$ cat config.mk
export PLATFORM = sky130hd
export DESIGN_NAME = tap_ctrl_param
export DESIGN_NICKNAME = d
export VERILOG_FILES = /design/src/rtl/tap_pkg.sv /design/src/rtl/tap_fsm.sv /design/src/rtl/tap_ctrl_param.sv
export SDC_FILE = /design/constraint.sdc
export NUM_CORES = 1
export LEC_CHECK = 0
export CAP_MARGIN = 20
export CORE_MARGIN = 3
export CORE_UTILIZATION = 53
export DETAILED_ROUTE_END_ITERATION = 10
export PLACE_DENSITY = 0.87
export SLEW_MARGIN = 20
export SYNTH_ARGS = -nofsm -noshare
export SYNTH_HDL_FRONTEND = slang
export SYNTH_SLANG_ARGS = --single-unit
$ cat constraint.sdc
create_clock -name GCLK_Pad -period 2.6 [get_ports GCLK_Pad]
set_clock_uncertainty 0.1 [all_clocks]
set_input_delay 0.26 -clock GCLK_Pad [delete_from_list [all_inputs] [get_ports GCLK_Pad]]
set_output_delay 0.26 -clock GCLK_Pad [all_outputs]
set_load 0.03 [all_outputs]
$ cat src/rtl/tap_pkg.sv
// Shared TAP definitions: 1149.1 state codes as seen on state_obs_Pad, the state
// enum built on them, and the data-register select enum.
package tap_pkg;

  localparam logic [3:0] ST_EX2DR   = 4'h0;
  localparam logic [3:0] ST_EX1DR   = 4'h1;
  localparam logic [3:0] ST_SHDR    = 4'h2;
  localparam logic [3:0] ST_PAUSEDR = 4'h3;
  localparam logic [3:0] ST_SELIR   = 4'h4;
  localparam logic [3:0] ST_UPDDR   = 4'h5;
  localparam logic [3:0] ST_CAPDR   = 4'h6;
  localparam logic [3:0] ST_SELDR   = 4'h7;
  localparam logic [3:0] ST_EX2IR   = 4'h8;
  localparam logic [3:0] ST_EX1IR   = 4'h9;
  localparam logic [3:0] ST_SHIR    = 4'hA;
  localparam logic [3:0] ST_PAUSEIR = 4'hB;
  localparam logic [3:0] ST_RTI     = 4'hC;
  localparam logic [3:0] ST_UPDIR   = 4'hD;
  localparam logic [3:0] ST_CAPIR   = 4'hE;
  localparam logic [3:0] ST_TLR     = 4'hF;

  typedef enum logic [3:0] {
    S_EX2DR   = ST_EX2DR,
    S_EX1DR   = ST_EX1DR,
    S_SHDR    = ST_SHDR,
    S_PAUSEDR = ST_PAUSEDR,
    S_SELIR   = ST_SELIR,
    S_UPDDR   = ST_UPDDR,
    S_CAPDR   = ST_CAPDR,
    S_SELDR   = ST_SELDR,
    S_EX2IR   = ST_EX2IR,
    S_EX1IR   = ST_EX1IR,
    S_SHIR    = ST_SHIR,
    S_PAUSEIR = ST_PAUSEIR,
    S_RTI     = ST_RTI,
    S_UPDIR   = ST_UPDIR,
    S_CAPIR   = ST_CAPIR,
    S_TLR     = ST_TLR
  } state_t;

  typedef enum logic [1:0] {
    DR_BYPASS,
    DR_IDCODE,
    DR_USER
  } dr_sel_e;

endpackage

$ cat src/rtl/tap_fsm.sv
// 16-state 1149.1 TAP controller. Strobes mark the state whose exit edge performs
// the action; tlr flags the edge on which the controller enters Test-Logic-Reset.
module tap_fsm
  import tap_pkg::*;
(
  input  logic       GCLK_Pad,
  input  logic       TRST_Pad,
  input  logic       TMS_Pad,
  output logic [3:0] state,
  output logic       capture_dr,
  output logic       shift_dr,
  output logic       update_dr,
  output logic       capture_ir,
  output logic       shift_ir,
  output logic       update_ir,
  output logic       tlr
);

  state_t state_q, state_d;

  always_comb begin
    // NOTE: default first so every path assigns state_d; otherwise a latch is inferred.
    state_d = state_q;
    unique case (state_q)
      S_TLR:     state_d = TMS_Pad ? S_TLR     : S_RTI;
      S_RTI:     state_d = TMS_Pad ? S_SELDR   : S_RTI;
      S_SELDR:   state_d = TMS_Pad ? S_SELIR   : S_CAPDR;
      S_CAPDR:   state_d = TMS_Pad ? S_EX1DR   : S_SHDR;
      S_SHDR:    state_d = TMS_Pad ? S_EX1DR   : S_SHDR;
      S_EX1DR:   state_d = TMS_Pad ? S_UPDDR   : S_PAUSEDR;
      S_PAUSEDR: state_d = TMS_Pad ? S_EX2DR   : S_PAUSEDR;
      S_EX2DR:   state_d = TMS_Pad ? S_UPDDR   : S_SHDR;
      S_UPDDR:   state_d = TMS_Pad ? S_SELDR   : S_RTI;
      S_SELIR:   state_d = TMS_Pad ? S_TLR     : S_CAPIR;
      S_CAPIR:   state_d = TMS_Pad ? S_EX1IR   : S_SHIR;
      S_SHIR:    state_d = TMS_Pad ? S_EX1IR   : S_SHIR;
      S_EX1IR:   state_d = TMS_Pad ? S_UPDIR   : S_PAUSEIR;
      S_PAUSEIR: state_d = TMS_Pad ? S_EX2IR   : S_PAUSEIR;
      S_EX2IR:   state_d = TMS_Pad ? S_UPDIR   : S_SHIR;
      S_UPDIR:   state_d = TMS_Pad ? S_SELDR   : S_RTI;
    endcase
  end

  always_ff @(posedge GCLK_Pad or posedge TRST_Pad) begin
    // NOTE: non-blocking in clocked blocks so every flop samples pre-edge values.
    if (TRST_Pad) state_q <= S_TLR;
    else          state_q <= state_d;
  end

  assign state      = state_q;
  assign capture_dr = (state_q == S_CAPDR);
  assign shift_dr   = (state_q == S_SHDR);
  assign update_dr  = (state_q == S_UPDDR);
  assign capture_ir = (state_q == S_CAPIR);
  assign shift_ir   = (state_q == S_SHIR);
  assign update_ir  = (state_q == S_UPDIR);
  assign tlr        = (state_d == S_TLR);

endmodule

$ cat src/rtl/tap_ctrl_param.sv
// Parametrised TAP: instruction register, BYPASS/IDCODE/USER data registers and TDO mux.
// Build macro TAP_IDCODE_EN adds the 32-bit IDCODE register; without it IR resets to BYPASS.
module tap_ctrl_param
  import tap_pkg::*;
#(
  parameter int                  IR_WIDTH      = 4,
  parameter int                  USER_DR_WIDTH = 8,
  parameter logic [31:0]         IDCODE_VAL    = 32'h1000_0001,
  parameter logic [IR_WIDTH-1:0] OP_IDCODE     = IR_WIDTH'(1),
  parameter logic [IR_WIDTH-1:0] OP_USER       = IR_WIDTH'(2)
) (
  input  logic                     GCLK_Pad,
  input  logic                     TRST_Pad,
  input  logic                     TMS_Pad,
  input  logic                     TDI_Pad,
  output logic                     TDO_Pad,
  output logic                     TDO_EN_Pad,
  output logic [3:0]               state_obs_Pad,
  output logic [IR_WIDTH-1:0]      ir_out,
  input  logic [USER_DR_WIDTH-1:0] user_dr_in,
  output logic [USER_DR_WIDTH-1:0] user_dr_out,
  output logic                     user_update
);

  localparam logic [IR_WIDTH-1:0] IR_BYPASS  = '1;
  localparam logic [IR_WIDTH-1:0] IR_CAPTURE = IR_WIDTH'(1);
`ifdef TAP_IDCODE_EN
  localparam logic [IR_WIDTH-1:0] IR_RESET   = OP_IDCODE;
`else
  localparam logic [IR_WIDTH-1:0] IR_RESET   = IR_BYPASS;
  localparam logic                unused_idcode_params = ^{IDCODE_VAL, OP_IDCODE};
`endif

  logic capture_dr, shift_dr, update_dr, capture_ir, shift_ir, update_ir, tlr;

  tap_fsm u_fsm (
    .GCLK_Pad   (GCLK_Pad),
    .TRST_Pad   (TRST_Pad),
    .TMS_Pad    (TMS_Pad),
    .state      (state_obs_Pad),
    .capture_dr (capture_dr),
    .shift_dr   (shift_dr),
    .update_dr  (update_dr),
    .capture_ir (capture_ir),
    .shift_ir   (shift_ir),
    .update_ir  (update_ir),
    .tlr        (tlr)
  );

  logic [IR_WIDTH-1:0]      ir_sr_q, ir_sr_d, ir_out_q, ir_out_d;
  logic                     bypass_q, bypass_d;
  logic [USER_DR_WIDTH-1:0] user_sr_q, user_sr_d, user_dr_out_q, user_dr_out_d;
  logic                     user_update_q, user_update_d;
`ifdef TAP_IDCODE_EN
  logic [31:0]              idcode_sr_q, idcode_sr_d;
`endif
  dr_sel_e                  dr_sel;
  logic                     tdo_dr;

  // ir_out only moves in UpdIR/TLR, so the selection is stable for a whole DR scan.
  always_comb begin
    dr_sel = DR_BYPASS;
    if (ir_out_q == IR_BYPASS)    dr_sel = DR_BYPASS;
`ifdef TAP_IDCODE_EN
    else if (ir_out_q == OP_IDCODE) dr_sel = DR_IDCODE;
`endif
    else if (ir_out_q == OP_USER) dr_sel = DR_USER;
  end

  always_comb begin
    ir_sr_d       = ir_sr_q;
    ir_out_d      = ir_out_q;
    bypass_d      = bypass_q;
    user_sr_d     = user_sr_q;
    user_dr_out_d = user_dr_out_q;
    user_update_d = 1'b0;
`ifdef TAP_IDCODE_EN
    idcode_sr_d   = idcode_sr_q;
`endif

    if (capture_ir)    ir_sr_d = IR_CAPTURE;
    else if (shift_ir) ir_sr_d = {TDI_Pad, ir_sr_q[IR_WIDTH-1:1]};

    if (tlr)            ir_out_d = IR_RESET;
    else if (update_ir) ir_out_d = ir_sr_q;

    // Shifts take the low bits of {TDI, reg} >> 1 so a 1-bit USER register still works.
    if (capture_dr) begin
      unique case (dr_sel)
        DR_USER:   user_sr_d   = user_dr_in;
`ifdef TAP_IDCODE_EN
        DR_IDCODE: idcode_sr_d = IDCODE_VAL;
`endif
        default:   bypass_d    = 1'b0;
      endcase
    end else if (shift_dr) begin
      unique case (dr_sel)
        DR_USER:   user_sr_d   = USER_DR_WIDTH'({TDI_Pad, user_sr_q} >> 1);
`ifdef TAP_IDCODE_EN
        DR_IDCODE: idcode_sr_d = 32'({TDI_Pad, idcode_sr_q} >> 1);
`endif
        default:   bypass_d    = TDI_Pad;
      endcase
    end

    if (update_dr && dr_sel == DR_USER) begin
      user_dr_out_d = user_sr_q;
      user_update_d = 1'b1;
    end
  end

  always_ff @(posedge GCLK_Pad or posedge TRST_Pad) begin
    if (TRST_Pad) begin
      // NOTE: shift registers are reset too, so TDO is deterministic after any reset.
      ir_sr_q       <= '0;
      ir_out_q      <= IR_RESET;
      bypass_q      <= 1'b0;
      user_sr_q     <= '0;
      user_dr_out_q <= '0;
      user_update_q <= 1'b0;
`ifdef TAP_IDCODE_EN
      idcode_sr_q   <= '0;
`endif
    end else begin
      ir_sr_q       <= ir_sr_d;
      ir_out_q      <= ir_out_d;
      bypass_q      <= bypass_d;
      user_sr_q     <= user_sr_d;
      user_dr_out_q <= user_dr_out_d;
      user_update_q <= user_update_d;
`ifdef TAP_IDCODE_EN
      idcode_sr_q   <= idcode_sr_d;
`endif
    end
  end

  always_comb begin
    unique case (dr_sel)
      DR_USER:   tdo_dr = user_sr_q[0];
`ifdef TAP_IDCODE_EN
      DR_IDCODE: tdo_dr = idcode_sr_q[0];
`endif
      default:   tdo_dr = bypass_q;
    endcase
  end

  assign TDO_EN_Pad  = shift_ir | shift_dr;
  assign TDO_Pad     = shift_ir ? ir_sr_q[0] : (shift_dr ? tdo_dr : 1'b0);
  assign ir_out      = ir_out_q;
  assign user_dr_out = user_dr_out_q;
  assign user_update = user_update_q;

endmodule

# --- Yosys cells after proc, flatten, opt, wreduce, memory -nomap -nowiden ---
# Cells that the tools add are included.
totals:
  reg_bits: 30
  in_bits: 12
  out_inout_bits: 19
  wordCells: 69
op_classes:
  eq_ne: 19
  muxes: 31
  n_bitwise: 2
  n_reduce_logical: 10
op_table:
  columns: ["operator", "count"]
  rows:
  - ["one-hot mux 4 bit (12 select lines)", 1]
  - ["== test 4 bit (second input constant)", 10]
  - ["2-to-1 mux 8 bit", 4]
  - ["2-to-1 mux 4 bit", 5]
  - ["== test 4 x 3 -> 1 bit (second input constant)", 4]
  - ["2-to-1 mux 2 bit", 8]
  - ["== test 4 x 2 -> 1 bit (second input constant)", 3]
  - ["2-to-1 mux 3 bit", 4]
  - ["2-to-1 mux 1 bit", 9]
  - ["nonzero test 2 bit", 3]
  - ["== test 4 x 1 -> 1 bit (second input constant)", 1]
  - ["logical NOT 4 bit", 1]
  - ["AND reduction 2 bit", 2]
  - ["OR reduction 2 bit", 2]
  - ["OR reduction 3 bit", 1]
  - ["== test 2 bit (second input constant)", 1]
  - ["logical AND 1 bit", 1]
  - ["NOT 1 bit", 1]
  - ["bitwise OR 1 bit", 1]

# --- Depth between registers and ports, before layout ---
# Gate-level depths: netlist (run 1).
logic_depth:
  depth_word: 7
  ltp_mapped: 5
  ltp_nobuf: 3

# --- By module ---
# A second synthesis (run 1) with hierarchy kept.
hier_totals:
  hier_cells: 119
  hier_area_um2: 1473.9
by_module_without_submodules:
  columns: ["module", "n_inst", "cells_per_inst", "area_each_um2", "seq_area_each_um2"]
  rows:
  - ["tap_ctrl_param", 1, 83, 1158.6, 655.6]
  - ["tap_fsm", 1, 36, 315.3, 105.1]

# --- Worst setup path after synthesis (run 1) ---
# No wires, ideal clock.
synth_timing:
  path_kind: "register to output"
  startpoint: "register u_fsm.state_q[1] (netlist: u_fsm.state[1])"
  endpoint: "output port TDO_Pad"
  arrival_time_ps: 2356
  required_ps: 2240
  setup_slack_ps: -116
  path_stages_with_launch: 5
  n_path_buf: 1
  path_cell_list: "dfstp_2 -> buf_2 -> nor3b_1 -> o21ai_0 -> a21oi_1"
synth_between:
  elab_chain_len: 3
  elab_cells_between_ends: 4
synth_lines:
  columns: ["item", "line_no", "rtl"]
  rows:
  - ["from (decl)", "tap_fsm.sv:19", "state_t state_q, state_d;"]
  - ["from (signal assigned)", "tap_fsm.sv:47", "else state_q <= state_d;"]
  - ["== test 4 x 2 -> 1 bit", "tap_fsm.sv:52", "assign shift_dr = (state_q == S_SHDR);"]
  - ["2-to-1 mux 1 bit", "tap_ctrl_param.sv:148", "assign TDO_Pad = shift_ir ? ir_sr_q[0] : (shift_dr ? tdo_dr : 1'b0);"]
  - ["2-to-1 mux 1 bit *", "tap_ctrl_param.sv:148", null]
  - ["to (decl)", "tap_ctrl_param.sv:16", "output logic TDO_Pad,"]
# Mark *: on every way between the ends. The rest lies on a longest branch, timed or not.

# --- Worst setup path after layout (run 1) ---
layout_timing:
  startpoint: "register u_fsm.state_q[1] (netlist: u_fsm.state[1])"
  endpoint: "output port TDO_EN_Pad"
layout_between:
  elab_chain_len: 2
  elab_cells_between_ends: 3
layout_lines:
  columns: ["item", "line_no", "rtl"]
  rows:
  - ["== test 4 bit / == test 4 x 2 -> 1 bit (equally long branches)", "tap_fsm.sv:55, tap_fsm.sv:52", null]
  - ["bitwise OR 1 bit *", "tap_ctrl_param.sv:147", "assign TDO_EN_Pad = shift_ir | shift_dr;"]
  - ["to (decl)", "tap_ctrl_param.sv:17", "output logic TDO_EN_Pad,"]
# Marked as above.

==> metrics.txt, run 1 <==
first-pass GRT wire length 4640 um; TNS Setup 0 ns; gr busiest metal met2; cell area power density between 1000 and 1500 nW/um^2; run status finished clean; crit path buf inv count 1; cell area after layout between 1500 and 2000 um^2; # resized after CTS 0; DR vias 1053; port bufs 30; Row Count 18; Yosys top cell by area dfrtp_1; top cells by area, synth dfrtp_1 (39%), dfstp_2 (15%), mux2i_1 (8.4%), mux2_2 (7.1%), a21oi_1 (3.5%); Post-CTS Repair Setup Buffers 0; clock sink count 30; core area about 2500 um^2; worst reg-to-reg setup slack between 0.7 and 0.8 ns; Synth-to-Final Area Change 26.0%; GR Util All Layers 18.8%; clk slew on worst S/H paths ~0.10 ns; Routability Congestion 0.741; FF-to-FF End user_dr_out[7]; met1 Use GR between 20 and 25%; Final Util a little under three quarters; largest net degree at the start of global routing 31; Peak supply drop 0.781 mV; ratio of cells with drive above 1 in the final layout ~20%; Worst setup EP type output port; RSZ-0062 raised after global routing no; total iterations of the first detailed-routing run 4; Hold Fails Final Rpt 0; FF-to-FF Start ir_out[1]; post-route clock period utilization 86.6%; FF-to-FF path depth 4; DRC errors left 0; worst-path maximum fanout 15; Crit Path Class reg2out; GR Util met3 between 7 and 8%; Startpoint Class register; vias per cell 5.57; Top delay family on crit path buffers and inverters; Initial DRC Count 32; hold_buf cts 0; met2 usage in global routing 29.7%; Hold Crit Class in2async; mapped cell area 1430 um^2; CP Cell Sequence nor3b_2 > clkdlybuf4s50_1; min Tclk post-route ~2.3 ns; antenna cells 0; die width 57.9 um; CP max-delay cell clkdlybuf4s50_1; Max-slew headroom between 70 and 80%; NumNets Final 170; Num CTS Buffers 5; chip height 57.9 um; I/O pins 31; max-cap violation count 0; Root Driver clkbuf_4; Skew-Pair Late Insertion Delay 0.32 ns; Starting Density 56.6%; register area share after synthesis roughly 53%; placed standard-cell area approximately 1800 um^2; die area 3350 um^2; WP data arrival 1.89 ns; Final Slew Violations 0; synth unique cells 29; H-tree depth 2; fmax 0.444 GHz; top-count cell post-synth dfrtp_1; total grt overflow 0; smallest hold slack between 0.15 and 0.2 ns; WP data required 2.24 ns; Synth top area share 38.5%; number of antenna violations at the first check in global routing 0; Mean Syn Cell Area ~11 um^2; total nets after synthesis 137; Mapped Cells 125; async set-reset flop share out of synthesis 100%; DRT antenna net count 0; routed len/inst 14.7 um; final setup violation count 0; Syn. warnings 0; CTS tree yes; Max stage delay on crit path 0.70 ns; vias in the first global route roughly 980; EDFF count, synth 0; Synth Register Bits 30; Routed WL 2790 um; commonest cells in the netlist dfrtp_1 (22), nand2_1 (13), mux2i_1 (12); Main synth FF type dfrtp_1; Slew @ Worst Pin 0.364 ns; DPL Wire Length 1950 um; clk buf depth 2; Leak 0.796 nW
[cell families (layout without fill, tap and decap cells)]
group	after synthesis	after routing	share of synthesized area (%)
AOI/OAI and AO/OA	32	32	13.3
DFF	30	30	53.2
muxes	21	21	15.5
buffers and inverters	11	45	4.12
and+or+nand+nor	31	31	13.8
[cell usage in the layout (no fill, tap or decap), drive strengths merged, types with 2 or more instances in the layout]
master | Yosys | final
nor2b | 2 | 2
nand3 | 2 | 2
clkbuf | 0 | 8
dfstp | 8 | 8
nand2 | 13 | 13
buf | 8 | 5
mux2i | 12 | 12
clkdlybuf4s50 | 0 | 29
a21o | 2 | 2
nor3b | 2 | 2
dfrtp | 22 | 22
mux2 | 9 | 9
nand2b | 3 | 3
o21ai | 8 | 8
nor2 | 3 | 3
a31oi | 7 | 7
a21oi | 10 | 10
inv | 3 | 3
[worst max-delay path by stage]
| stage | from | end | slack [ns] | cells after the start |
|---|---|---|---|---|
| 6_report | u_fsm.state[1] | TDO_EN_Pad | 0.35 | 2 |
| 5_1_grt | u_fsm.state[1] | TDO_EN_Pad | 0.25 | 2 |
| 4_1_cts | u_fsm.state[1] | TDO_EN_Pad | 0.34 | 2 |
| 3_5_place_dp | u_fsm.state[1] | TDO_EN_Pad | 0.69 | 2 |
| 3_3_place_gp | u_fsm.state[1] | TDO_EN_Pad | 0.73 | 2 |
| 2_1_floorplan | u_fsm.state[1] | TDO_Pad | 0.25 | 4 |
[worst reg2reg max path, cell delays in order (launching register included)]
cell     delay, ns
dfstp_2       0.55
nor4b_4       0.23
buf_4         0.28
nand4_4       0.22
mux2_2        0.34
[metal layers]
metal / part of all wire [%] / vias to the layer above
li1: - / 516
met1: 44 / 501
met2: 47 / 31
met3: 6.8 / 5
met4: 1.9 / 0
met5: 0 / -
[flip-flops by register name, indices dropped and copies added (netlist names)]
name and cells:
ir_out 4, bypass_q 1, u_fsm.state 4, user_sr_q 8
user_update 1, ir_sr_q 4, user_dr_out 8
[through the flow]
stage                     power (W)  instances  setup slack (ns)
after floorplan             0.00156        125             0.248
after detailed placement    0.00191        181             0.691
after global placement      0.00187        181             0.730
after global routing        0.00229        189             0.246
final                       0.00215        189             0.348
after CTS                   0.00217        189             0.337
[report_power, final]
| part | switching (W) | internal [W] | total (W) |
|---|---|---|---|
| clock network | 0.000152 | 0.000108 | 0.000260 |
| registers | 0.000192 | 0.000687 | 0.000879 |
| logic | 0.000554 | 0.000460 | 0.00101 |
[area by class of cell]
class,count,area (um^2)
Fill cell,185,722
Tap cell,30,37.5
Clock buffer,8,48.8
Timing Repair Buffer,34,328
Inverter,3,11.3
Sequential cell,30,761
Multi-Input combinational cell,84,614
(Power assumes the default switching activity.)
==> run 2, diff against run 1 <==
--- a/config.mk
+++ b/config.mk
@@ -5,9 +5,11 @@
 export SDC_FILE = /design/constraint.sdc
 export NUM_CORES = 1
 export LEC_CHECK = 0
-export CAP_MARGIN = 20
+export CAP_MARGIN = 5
 export CORE_MARGIN = 3
 export CORE_UTILIZATION = 53
+export CTS_BUF_LIST = sky130_fd_sc_hd__clkbuf_16
+export CTS_CLUSTER_SIZE = 30
 export DETAILED_ROUTE_END_ITERATION = 10
 export PLACE_DENSITY = 0.87
 export SLEW_MARGIN = 20
==> run 2 against run 1 <==
Clock-buffer cell count fell by 3. Total power rose by 13%. Flip-flop and latch count did not move. Critical path type unchanged. Critical endpoint unchanged.
==> metrics.txt, run 2 (synthesized netlist as in run 1, its figures left out) <==
FF-to-FF path depth 4; core area 2520 um^2; Max stage delay on crit path 0.70 ns; Final Slew Violations 0; H-tree depth 2; WP data arrival 1.83 ns; Hold Fails Final Rpt 0; max-cap violation count 0; worst reg-to-reg setup slack 0.78 ns; GR Util All Layers 19.7%; min Tclk post-route between 2 and 2.5 ns; I/O pins 31; most common cell after layout, fill and taps aside clkdlybuf4s50_1; Final Util roughly three quarters; Hold Crit Class in2async; die width around 58 um; Num CTS Buffers 5; post-route insts no fill 189; fillers 175; hold_buf cts 0; cell area power density 1290 nW/um^2; vias in the first global route 1025; number of antenna violations at the first check in global routing 0; NumNets Final 170; cell area after layout 1890 um^2; final setup violation count 0; Routability Congestion about 0.74; Leak 0.847 nW; Post-CTS Repair Setup Buffers 0; worst-path maximum fanout 15; chip height between 50 and 60 um; Skew-Pair Late Insertion Delay 0.27 ns; DRC errors left 0; most frequent cells in the layout clkdlybuf4s50_1 (29), dfrtp_1 (22), nand2_1 (13); run status finished clean; WP data required 2.24 ns; first-pass GRT wire length 4860 um; Root Driver clkbuf_16; DR vias 1080; die area around 3400 um^2; Peak supply drop 0.957 mV; FF-to-FF Start ir_out[1]; clock sink count 30; port bufs 30; CTS tree yes; Worst setup EP type output port; CP max-delay cell clkdlybuf4s50_1; clk slew on worst S/H paths 0.05 ns; largest net degree at the start of global routing 31; Placed Cells 181; Max-slew headroom 75.5%; post-route clock period utilization a little over four fifths; CP Cell Sequence nor3b_2 > clkdlybuf4s50_1; Row Count 18; ratio of cells with drive above 1 in the final layout around a fifth; # resized after CTS 0; DPL Wire Length 1950 um; Startpoint Class register; DRT antenna net count 0; Routed WL 2890 um; Initial DRC Count 35; RSZ-0062 raised after global routing no; Slew @ Worst Pin ~0.37 ns; routed len/inst between 15 and 20 um; clk buf depth 2; antenna cells 0; vias per cell about 5.7; fmax 0.456 GHz; total grt overflow 0; FF-to-FF End user_dr_out[0]; placed standard-cell area 1750 um^2; Starting Density 56.6%; Synth-to-Final Area Change 32.1%; Crit Path Class reg2out; total iterations of the first detailed-routing run 4; TNS Setup 0 ns
-- run 2: worst max-delay path, delay by kind of cell (launching register included) --
family / cells / cell delay (ns)
buffers and inverters: 1 / 0.70
flip-flops: 1 / 0.64
AND/OR/NAND/NOR: 1 / 0.23
-- run 2: layout make-up --
| type | count | area, um^2 | share of cell area (%) |
|---|---|---|---|
| Timing Repair Buffer | 34 | 328 | 17.4 |
| Clock inverter | 3 | 11.3 | 0.596 |
| Tap cell | 30 | 37.5 | 1.99 |
| Clock buffer | 5 | 125 | 6.63 |
| Multi-Input combinational cell | 84 | 614 | 32.5 |
| Inverter | 3 | 11.3 | 0.596 |
| Sequential cell | 30 | 761 | 40.3 |
-- run 2: worst max-delay path by stage --
stage / depth (start not counted) / slack, ns / end / from
2_1_floorplan: 4 / 0.25 / TDO_Pad / u_fsm.state[1]
3_3_place_gp: 2 / 0.73 / TDO_EN_Pad / u_fsm.state[1]
3_5_place_dp: 2 / 0.69 / TDO_EN_Pad / u_fsm.state[1]
4_1_cts: 2 / 0.40 / TDO_EN_Pad / u_fsm.state[1]
5_1_grt: 2 / 0.33 / TDO_EN_Pad / u_fsm.state[1]
6_report: 2 / 0.41 / TDO_EN_Pad / u_fsm.state[1]
-- run 2: power breakdown --
part | switching (W) | internal (W)
Combinational | 0.000561 | 0.000461
Clock | 0.000180 | 0.000342
Sequential | 0.000193 | 0.000690
Total | 0.000934 | 0.00149
-- run 2: per-layer routing --
metal	share of wire (%)	global-route usage, %	vias to the layer above
li1	-	-	517
met2	47	30.0	33
met3	6.0	6.01	7
met5	0	0	-
met4	2.1	12.3	0
met1	45	24.3	523
-- run 2: stage by stage --
step,hold slack [ns],setup slack [ns],power [W]
after detailed placement,0.396,0.691,0.00191
after floorplan,0.245,0.248,0.00156
after global routing,0.311,0.329,0.00256
after CTS,0.275,0.403,0.00244
after global placement,0.389,0.730,0.00187
final,0.262,0.407,0.00243
==> run 3, diff against run 2 <==
--- a/config.mk
+++ b/config.mk
@@ -7,11 +7,11 @@
 export LEC_CHECK = 0
 export CAP_MARGIN = 5
 export CORE_MARGIN = 3
-export CORE_UTILIZATION = 53
+export CORE_UTILIZATION = 49
 export CTS_BUF_LIST = sky130_fd_sc_hd__clkbuf_16
 export CTS_CLUSTER_SIZE = 30
 export DETAILED_ROUTE_END_ITERATION = 10
-export PLACE_DENSITY = 0.87
+export PLACE_DENSITY = 0.82
 export SLEW_MARGIN = 20
 export SYNTH_ARGS = -nofsm -noshare
 export SYNTH_HDL_FRONTEND = slang
==> constraint.sdc (replaced) <==
create_clock -name GCLK_Pad -period 2.17 [get_ports GCLK_Pad]
set_clock_uncertainty 0.1 [all_clocks]
set_input_delay 0.217 -clock GCLK_Pad [delete_from_list [all_inputs] [get_ports GCLK_Pad]]
set_output_delay 0.217 -clock GCLK_Pad [all_outputs]
set_load 0.03 [all_outputs]
==> run 3 against run 2 <==
Core utilization decreased by 2.3 points. Clock power rose by 21%. Wire length rose by 3.7%. Critical path depth is 1 lower. Sequential share of layout area decreased by 0.16 points. First-iteration DRC count shrank 60%. Via count grew 1.9%. Clock-buffer cell count unchanged. Combinational power up 17%. Sequential power grew 23%. Worst hold slack worse by 0.046 ns. Global-route usage fell by 0.57 points. Critical path type unchanged. Critical endpoint is now state_obs_Pad[2]. Largest power group unchanged. Highest routed layer unchanged.
==> metrics.txt, run 3 (synthesized netlist as in run 1, its figures left out) <==
run status finished clean; vias in the first global route roughly 1.1k; crit path buf inv count 1; most common cell after layout, fill and taps aside clkdlybuf4s50_1; Row Count 18; post-route clock period utilization 92.6%; hold_buf cts 0; Setup crit start u_fsm.state[2]; die area 3600 um^2; clk buf depth 2; routed len/inst 15.8 um; DR vias 1101; GR Util All Layers 19.1%; Switching Share 38.7%; Synth-to-Final Area Change 32.7%; CP Cell Sequence clkdlybuf4s50_1; first-pass GRT wire length 5000 um; CP Capture Point state_obs_Pad[2]; WP data required 1.85 ns; chip height 60 um; Top delay family on crit path buffers and inverters; cell area after layout between 1500 and 2000 um^2; total iterations of the first detailed-routing run 4; max-cap violation count 0; Final Slew Violations 0; Skew-Pair Late Insertion Delay 0.27 ns; Levels on crit path 1; vias per cell roughly 5.8; core area 2610 um^2; clk slew on worst S/H paths 0.05 ns; ratio of cells with drive above 1 in the final layout around a fifth; Root Driver clkbuf_16; H-tree depth 2; FF-to-FF path depth 3; Startpoint Class register; DPL Wire Length about 2000 um; Post-CTS Repair Setup Buffers 0; largest net degree at the start of global routing 31; Initial DRC Count 14; final setup violation count 0; Max stage delay on crit path 0.73 ns; TNS Setup 0 ns; placed standard-cell area 1760 um^2; RSZ-0062 raised after global routing no; Starting Density 54.7%; Routability Congestion just over 0.8; die width 60 um; total grt overflow 0; Pint ~0.0018 W; Flop pwr share 37.4%; FF-to-FF End user_dr_out[1]; I/O pins 31; clock sink count 30; Routed WL between 2000 and 3000 um; DRC errors left 0; min Tclk post-route approximately 2 ns; cell area power density approximately 1500 nW/um^2; Clk pwr share 21.7%; FF-to-FF Start ir_out[1]; antenna cells 0; Crit Path Class reg2out; Final Util 72.6%; worst-path maximum fanout 16; worst reg-to-reg setup slack just over 0.5 ns; Leak 0.858 nW; CP max-delay cell clkdlybuf4s50_1; most frequent cells in the layout clkdlybuf4s50_1 (28), dfrtp_1 (22), nand2_1 (13); Comb power frac about two fifths; Hold Crit Class in2async; sw power 0.00113 W; Slew @ Worst Pin 0.367 ns; Max-slew headroom between 70% and 80%; fmax ~0.50 GHz; Hold Fails Final Rpt 0; Peak supply drop 1.16 mV; NumNets Final 170; CTS tree yes; port bufs 30; DRT antenna net count 0; number of antenna violations at the first check in global routing 0; WP data arrival 1.69 ns; Worst setup EP type output port; Num CTS Buffers 5
[run 3: cell count changes in the layout (fill, tap and decap cells not counted), sizes merged]
cell           previous run  this run
clkdlybuf4s50            29        28
dlymetal6s2s              0         1
clkinv                    0         2
inv                       6         4
[run 3: cell type report]
cell class	instances	area [um^2]
Fill cell	198	717
Inverter	3	11.3
Clock buffer	5	125
Sequential cell	30	761
Clock inverter	3	12.5
Tap cell	30	37.5
Multi-Input combinational cell	84	618
Timing Repair Buffer	34	330
[run 3: worst min-delay path by stage]
stage,from,to,slack (ns),depth (start not counted)
2_1_floorplan,TRST_Pad,bypass_q,0.20,1
3_3_place_gp,user_dr_out[7],user_dr_out[7],0.39,1
3_5_place_dp,user_dr_out[7],user_dr_out[7],0.39,1
4_1_cts,TRST_Pad,user_dr_out[1],0.23,3
5_1_grt,TRST_Pad,user_dr_out[1],0.25,3
6_report,TRST_Pad,user_dr_out[1],0.22,3
[run 3: metrics by stage]
step / std cells / power, W / setup WS, ns / hold WS (ns)
after floorplan: 125 / 0.00187 / 0.000710 / 0.202
after global placement: 181 / 0.00224 / 0.350 / 0.389
after detailed placement: 181 / 0.00229 / 0.322 / 0.392
after CTS: 189 / 0.00295 / 0.0306 / 0.226
after global routing: 189 / 0.00310 / 0.104 / 0.249
final: 189 / 0.00292 / 0.161 / 0.215
[run 3: power groups by stage]
stage          Clock [W]  Sequential, W  Combinational, W
2_1_floorplan          0        0.00125          0.000624
3_5_place_dp           0        0.00109           0.00119
6_report        0.000634        0.00109           0.00119
4_1_cts         0.000650        0.00109           0.00121
3_3_place_gp           0        0.00107           0.00117
5_1_grt         0.000679        0.00114           0.00129
[run 3: routing by layer]
metal / wire length, um / GRT usage (%) / share of wire (%)
met1: 1320 / 23.8 / 44
met2: 1500 / 31.0 / 50
met3: 166 / 6.70 / 5.5
met4: 14 / 5.70 / 0.47
met5: 0 / 0 / 0
[run 3: what timing repair did]
action                                 in CTS  in global routing
endpoints found under the hold margin       0                  0
setup endpoints to repair                   0                  1
resized for setup                           0                  1
